### config.mk
export PLATFORM = sky130hd
export DESIGN_NAME = csa_accum_ctrl
export DESIGN_NICKNAME = d
export VERILOG_FILES = /design/src/rtl/csa_pkg.sv /design/src/rtl/csa_row.sv /design/src/rtl/csa_accum_ctrl.sv
export SDC_FILE = /design/constraint.sdc
export NUM_CORES = 1
export LEC_CHECK = 0
export ABC_AREA = 1
export CORE_MARGIN = 10
export CORE_UTILIZATION = 50
export DETAILED_ROUTE_END_ITERATION = 16
export PLACE_DENSITY = 0.77
export SLEW_MARGIN = 20
export SYNTH_ARGS = -nofsm -noshare
export SYNTH_HDL_FRONTEND = slang
export SYNTH_SLANG_ARGS = --single-unit
### constraint.sdc
create_clock -name clk -period 1.7 [get_ports clk]
set_clock_uncertainty 0.2 [all_clocks]
set_input_delay 0.34 -clock clk [delete_from_list [all_inputs] [get_ports clk]]
set_output_delay 0.34 -clock clk [all_outputs]
set_load 0.005 [all_outputs]
### src/rtl/csa_pkg.sv
// rtl/csa_pkg.sv - shared state encoding and width helpers for the CSA accumulator
package csa_pkg;

    typedef enum logic [1:0] {
        ST_IDLE    = 2'd0,
        ST_ACCUM   = 2'd1,
        ST_RESOLVE = 2'd2,
        ST_OUTPUT  = 2'd3
    } state_t;

    localparam int DEF_WIDTH   = 8;
    localparam int DEF_MAX_OPS = 16;

    function automatic int clog2(input int value);
        int r;
        r = 0;
        for (int v = value - 1; v > 0; v = v >> 1) begin
            r = r + 1;
        end
        return r;
    endfunction

    function automatic int sum_width(input int width, input int max_ops);
        return width + clog2(max_ops);
    endfunction

    function automatic int cnt_width(input int max_ops);
        return clog2(max_ops) + 1;
    endfunction

endpackage

### src/rtl/csa_row.sv
// rtl/csa_row.sv - OW-bit 3:2 carry-save compressor row
module csa_row
    import csa_pkg::*;
#(
    parameter int OW = sum_width(DEF_WIDTH, DEF_MAX_OPS)
)(
    input  logic [OW-1:0] a,
    input  logic [OW-1:0] b,
    input  logic [OW-1:0] d,
    output logic [OW-1:0] sum,
    output logic [OW-1:0] carry
);

    assign sum = a ^ b ^ d;

    // Carry is returned already at weight 2; the bit shifted past OW is dropped (mod 2^OW).
    assign carry = {(a[OW-2:0] & b[OW-2:0]) |
                    (a[OW-2:0] & d[OW-2:0]) |
                    (b[OW-2:0] & d[OW-2:0]), 1'b0};

endmodule

### src/rtl/csa_accum_ctrl.sv
// rtl/csa_accum_ctrl.sv - streaming group summer: carry-save accumulate, resolve, hand off
module csa_accum_ctrl
    import csa_pkg::*;
#(
    parameter int WIDTH   = DEF_WIDTH,
    parameter int MAX_OPS = DEF_MAX_OPS,
    localparam int OW     = sum_width(WIDTH, MAX_OPS),
    localparam int CW     = cnt_width(MAX_OPS)
)(
    input  logic             clk,
    input  logic             rst,
    input  logic             in_valid,
    output logic             in_ready,
    input  logic [WIDTH-1:0] in_data,
    input  logic             in_last,
    output logic             out_valid,
    input  logic             out_ready,
    output logic [OW-1:0]    out_sum,
    output logic [CW-1:0]    out_count,
    output logic             out_ovf,
    output logic             busy
);

    localparam logic [CW-1:0] CNT_MAX = CW'(MAX_OPS);

    state_t          state;
    logic [OW-1:0]   s_q;
    logic [OW-1:0]   cs_q;
    logic [CW-1:0]   cnt_q;
    logic            ovf_q;
    logic [OW-1:0]   res_sum_q;
    logic [CW-1:0]   res_cnt_q;
    logic            res_ovf_q;
    logic [OW-1:0]   d_ext;
    logic [OW-1:0]   row_sum;
    logic [OW-1:0]   row_carry;
    logic            accept;

    assign d_ext = {{(OW-WIDTH){1'b0}}, in_data};

    // cs_q holds the carry vector pre-shifted, so S + cs_q is the running total.
    csa_row #(.OW(OW)) u_row (
        .a     (s_q),
        .b     (cs_q),
        .d     (d_ext),
        .sum   (row_sum),
        .carry (row_carry)
    );

    assign in_ready  = !rst && (state == ST_IDLE || state == ST_ACCUM);
    assign accept    = in_valid && in_ready;
    assign out_valid = (state == ST_OUTPUT);
    assign busy      = (state != ST_IDLE);
    assign out_sum   = res_sum_q;
    assign out_count = res_cnt_q;
    assign out_ovf   = res_ovf_q;

    always_ff @(posedge clk) begin
        if (rst) begin
            state     <= ST_IDLE;
            s_q       <= '0;
            cs_q      <= '0;
            cnt_q     <= '0;
            ovf_q     <= 1'b0;
            res_sum_q <= '0;
            res_cnt_q <= '0;
            res_ovf_q <= 1'b0;
        end else begin
            case (state)
                ST_IDLE: begin
                    if (accept) begin
                        s_q   <= d_ext;
                        cs_q  <= '0;
                        cnt_q <= CW'(1);
                        ovf_q <= 1'b0;
                        state <= in_last ? ST_RESOLVE : ST_ACCUM;
                    end
                end
                ST_ACCUM: begin
                    if (accept) begin
                        if (cnt_q < CNT_MAX) begin
                            s_q   <= row_sum;
                            cs_q  <= row_carry;
                            cnt_q <= cnt_q + CW'(1);
                        end else begin
                            ovf_q <= 1'b1;
                        end
                        if (in_last) begin
                            state <= ST_RESOLVE;
                        end
                    end
                end
                ST_RESOLVE: begin
                    res_sum_q <= s_q + cs_q;
                    res_cnt_q <= cnt_q;
                    res_ovf_q <= ovf_q;
                    state     <= ST_OUTPUT;
                end
                ST_OUTPUT: begin
                    if (out_ready) begin
                        state <= ST_IDLE;
                    end
                end
                default: state <= ST_IDLE;
            endcase
        end
    end

endmodule

Word-level counts from Yosys, hierarchy flattened
Index checks and enable logic that the tools add are counted.
{ "word_totals": {"ff_bits": 50, "latch_bits": 0, "mem_bits_rw": 0, "mem_bits_ro": 0, "output_inout_bits": 21, "elab_cells": 59, "mem_count": 0} }
{ "classes": {"n_addsub": 2, "multipliers": 0, "div_mod_pow": 0, "n_lt_le_gt_ge": 1, "eq_ne": 9, "n_shift": 0, "muxes": 22, "n_bitwise": 7, "n_reduce_logical": 10} }
{ "op_table": {"columns": ["op", "count"], "rows": [
  ["12-bit 2-to-1 mux", 6],
  ["12-bit case mux with 2 select lines", 2],
  ["11-bit by 8-bit AND with 11-bit output", 2],
  ["11-bit bitwise OR", 2],
  ["5-bit 2-to-1 mux", 3],
  ["12-bit adder", 1],
  ["4-bit AND reduction", 3],
  ["12-bit bitwise XOR", 1],
  ["12-bit by 8-bit bitwise XOR with 12-bit output", 1],
  ["11-bit AND", 1],
  ["2-bit 2-to-1 mux", 5],
  ["5-bit case mux with 2 select lines", 1],
  ["2-bit inequality test, second input constant", 4],
  ["2-bit case mux with 4 select lines", 1],
  ["5-bit by 1-bit adder with 5-bit output, second input constant", 1],
  ["5-bit < comparator, second input constant", 1],
  ["2-bit equality test, second input constant", 2],
  ["2-bit by 1-bit inequality test with 1-bit output, second input constant", 2],
  ["2-bit nonzero test", 2],
  ["1-bit 2-to-1 mux", 3],
  ["2-bit by 1-bit equality test with 1-bit output, second input constant", 1],
  ["1-bit logical AND", 2],
  ["2-bit logical NOT", 1],
  ["1-bit case mux with 2 select lines", 1],
  ["other kinds (2)", 2]
]} }

Longest topological paths before layout
Gate-level depths: netlist of the first run.
{ "depth": {"ltp_word": 6, "depth_mapped": 11, "depth_no_buf": 11} }

Hierarchy
Synthesis of the first run repeated with hierarchy kept, for this count alone.
{ "hier_totals": {"hier_cells": 403, "hier_area_um2": 3009.1} }
{ "by_module_without_submodules": {"columns": ["module", "instances", "cells_per_inst", "area_each_um2", "seq_area_each_um2"], "rows": [
  ["csa_accum_ctrl", 1, 381, 2742.6, 1001.0],
  ["csa_row", 1, 22, 266.5, 0.0]
]} }

Worst setup path after synthesis of the first run
No wires, ideal clock.
{ "synth_path": {"path_kind": "register -> register", "startpoint": "reg s_q[1]", "endpoint": "reg res_sum_q[9], in the netlist out_sum[9]", "arrival_ns": 1.504, "required_ns": 1.391, "path_slack_ns": -0.113, "path_stages_with_launch": 10, "n_path_buf": 0, "period_less_slack_ns": 1.813, "cell_sequence": "dfxtp_1 -> ha_1 -> inv_1 -> fa_1 -> o21bai_1 -> nand2_1 -> nand3_1 -> nand3_1 -> nand2_1 -> inv_1"} }
{ "synth_between": {"elab_chain_cells": 1} }
{ "synth_lines": {"columns": ["item", "line_no", "text"], "rows": [
  ["from (decl)", "csa_accum_ctrl.sv:27", "logic [OW-1:0] s_q;"],
  ["from (signal assigned)", "csa_accum_ctrl.sv:72", "s_q <= d_ext;"],
  ["from (signal assigned)", "csa_accum_ctrl.sv:82", "s_q <= row_sum;"],
  ["12-bit adder", "csa_accum_ctrl.sv:94", "res_sum_q <= s_q + cs_q;"],
  ["to (signal assigned)", "csa_accum_ctrl.sv:94", null],
  ["to (decl)", "csa_accum_ctrl.sv:31", "logic [OW-1:0] res_sum_q;"]
]} }
No other way between the ends.
A chain may end at the register's enable or synchronous reset.

Worst setup path in the final report of the first run
{ "layout_path": {"startpoint": "reg state[0]", "endpoint": "reg cnt_q[2]"} }
{ "layout_between": {"elab_chain_cells": 6, "elab_cells_between_ends": 11} }
{ "layout_lines": {"columns": ["item", "line_no", "text"], "rows": [
  ["from (decl)", "csa_accum_ctrl.sv:26", "state_t state;"],
  ["from (signal assigned)", "csa_accum_ctrl.sv:76", "state <= in_last ? ST_RESOLVE : ST_ACCUM;"],
  ["2-bit by 1-bit equality test with 1-bit output / 2-bit logical NOT (equally long branches)", "csa_accum_ctrl.sv:50, csa_accum_ctrl.sv:69", null],
  ["1-bit logical OR", "csa_accum_ctrl.sv:50", "assign in_ready = !rst && (state == ST_IDLE || state == ST_ACCUM);"],
  ["1-bit logical AND", "csa_accum_ctrl.sv:50", null],
  ["1-bit logical AND", "csa_accum_ctrl.sv:51", "assign accept = in_valid && in_ready;"],
  ["2-bit inequality test (no source line)", null, null],
  ["4-bit AND reduction (no source line)", null, null],
  ["to (signal assigned)", "csa_accum_ctrl.sv:84", "cnt_q <= cnt_q + CW'(1);"],
  ["to (decl)", "csa_accum_ctrl.sv:29", "logic [CW-1:0] cnt_q;"]
]} }
Several ways; a longest one is shown, not always the timed one.

==> out/results.ini, run 1 <==
[route]
drt-initial-drc-count = 193
wl_met3_microns = 539
ant_nets = 0
drc = 0
wl_met1_microns = 3310
avgViaCountPerCell = 5.37
wl_microns = 7960
drt_pass1_iterations = 4
wl_per_cell_microns = 15.3
wl_met2_microns = 3980
via_count = 2791
highest_layer = met4

[worst_setup_path]
r2r_setup_slack_ns = -0.09
r2r_end = cnt_q[2]
path_cells = buf_6 -> ha_4 -> inv_4 -> nand2_4 -> a21oi_4 -> buf_12 -> inv_12 -> nor3_4 -> buf_4 -> nor3b_2
reg2reg_depth = 10
crit_path_start_kind = flip-flop
crit_path_end_kind = flip-flop
cp.required_ns = 1.70
reg2reg_from = state[0]
cpLargestDelayFamily = buffers and inverters
cp_data_arrival_time_ns = 1.79
slowest_delay_ns = 0.34
critPathKind = reg2reg
path_max_fanout = 13
critical_path_buf_inv_count = 5
cp_slowest_cell = dfxtp_2

[power_and_ir_drop]
ir_worst_vdd_mv = 0.662
power_density_nw_per_um2 = 1240
total_leakage_power_nw = 1.91
total_power_mw = 4.90

[floorplanning]
ioPinCount = 34
core_area_sq_um = 5240
row_count = 26
fp.dieW_microns = 94.3
die_area_sq_um = 8900
fp.dieH_microns = 94.3
start_util_pct = 52.7

[finish]
drive_gt1_share_pct = 29.6
area_growth_pct = 43.2
finalInstanceArea_sq_um = 3950
fin_util_pct = 75.5
stdcell_count = 520
final_nets = 488
num_antenna_cells = 0

[clock_tree]
clkSlewWorstSetupHoldPaths_ns = 0.09
clock_sinks = 49
cts_root_buffer = clkbuf_8
htreeDepth = 2
cts_made_buffers = 5
insertion_delay_ns = 0.31
cts_max_path_buffers = 2
cts_tree = done

[logic_synthesis]
synth_top_area_share_pct = 35.5
yosys.area.top_type = dfxtp_1
synthTopCellsByArea = dfxtp_1 36%, nand2_1 8.7%, nor2_1 8.6%, inv_1 8.3%, ha_1 7.7%
synth_cell_types = 28
synthCells = 388
synthArstFlopShare_pct = 0
synth-edff-count = 0
yosys-top-cells-count = 64 x nand2_1, 63 x nor2_1, 61 x inv_1
yosysWarnings = 0
synth_area_per_cell_sq_um = 7.12
synth_area_sq_um = 2760
synth.ff_latch_count = 49
synth.most_common_cell = nand2_1
synth_flop_cell = dfxtp_1
syn_nets = 426
ys_seq_area_share_pct = 35.5

[status]
failed_checks = setup timing
status = finished, violations left

[min_path]
min_from = in_data[2]
min_to = s_q[2]
hold_class = in2reg
min_delay_path_depth = 3

[sta]
period_share_pct = 105
fin_hold_ws_ns = 0.141
fin_tns_setup_ns = -0.693
relSlewSlack_pct = 78.4
drv_slew = 0
setup_viol = 20
max_freq_mhz = 559
setup_slack_ns = -0.0898
hold_viol = 0
worst-slew-pin-transition_ns = 0.323
period_minus_slack_ns = 1.79
rsz0062_at_grt = yes

[global_route]
grt.overflow.total = 0
grt_pass1_wl_microns = 11900
antenna_found_initial = 0
grt_max_degree = 28
grt_pass1_vias = 2632
grt.total_usage_pct = 16.5

[placed_design]
place_inst = 502
place_congestion = 0.850
portBuffers = 33
pre_cts_slack_ns = -0.421
hpwl_microns = 4680
place_area_sq_um = 3340

[job]
maxCapViolations = 0

## registers in the layout, indices dropped and copies added, names as in the netlist
| signal | count |
|---|---|
| cnt_q | 5 |
| cs_q | 11 |
| out_count | 5 |
| out_ovf | 1 |
| out_sum | 12 |
| ovf_q | 1 |
| s_q | 12 |
| state | 2 |
## report_power, final
| group | switching, mW | internal, mW |
|---|---|---|
| Clock | 0.379 | 0.323 |
| Combinational | 1.37 | 1.21 |
| Sequential | 0.188 | 1.43 |
## cell type report
type / instances / area [sq um]
Timing Repair inverter: 1 / 11.3
Fill cell: 359 / 1280
Tap cell: 70 / 87.6
Timing Repair Buffer: 69 / 683
Clock buffer: 7 / 86.3
Sequential cell: 49 / 1000
Inverter: 64 / 258
Multi-Input combinational cell: 260 / 1830
## layer usage
metal  track usage (%)  vias up
met5                 0        -
met4              7.22        0
met3              4.40       15
met2              27.3       93
met1              19.4     1330
li1                  -     1353
## cells by family after synthesis
family / after synthesis / synth area share, %
buffers and inverters: 79 / 11.2
and+or+nand+nor: 158 / 23.5
AOI/OAI and AO/OA: 72 / 14.7
adders and majority gates: 25 / 13.5
DFF: 49 / 35.5
xor gates and xnor gates: 5 / 1.59
## worst min-delay path, cell delays in order
cell	delay, ns
dlymetal6s2s_1	0.13
a211oi_2	0.08
nor2_1	0.07
## timing repair
| action | in CTS | in global routing |
|---|---|---|
| buffers inserted | 6 | 4 |
| setup endpoints to repair | 44 | 55 |
| resized for setup | 50 | 98 |
| gates cloned | 2 | 0 |
| pin swaps | 18 | 23 |
| hold buffers | 0 | 0 |
## worst max path at each step
stage / start / to / slack (ns) / cells after the start
4_1_cts: cs_q[1] / out_sum[9] / -0.09 / 9
2_1_floorplan: s_q[1] / out_sum[9] / 0.03 / 9
5_1_grt: s_q[1] / out_sum[9] / -0.15 / 9
6_report: state[0] / cnt_q[2] / -0.09 / 10
3_5_place_dp: rst / s_q[8] / -0.42 / 8
3_3_place_gp: rst / cs_q[9] / -0.36 / 8
## cell usage in the layout (no fill, tap or decap), types with 5 or more instances in the layout
cell and count:
buf_4 28, dfxtp_1 33, a21oi_2 6, ha_1 6
nand2_2 11, dlymetal6s2s_1 15, clkdlybuf4s50_1 11, inv_1 56
a211oi_2 7, o21ai_1 7, a21oi_1 19, fa_1 7
o21ai_0 17, nand2_1 51, dfxtp_2 16, nand3_1 18
clkbuf_8 6, nand3_2 6, inv_2 5, nor2_1 57
o21ai_2 7, ha_4 10
No activity file was read; power rests on OpenSTA's default activity.
==> run 2: changes to the inputs <==
- HOLD_SLACK_MARGIN: unset -> 0.15
==> results of run 2 <==
The final DEF is identical to that of run 1; final timing and power are the same.
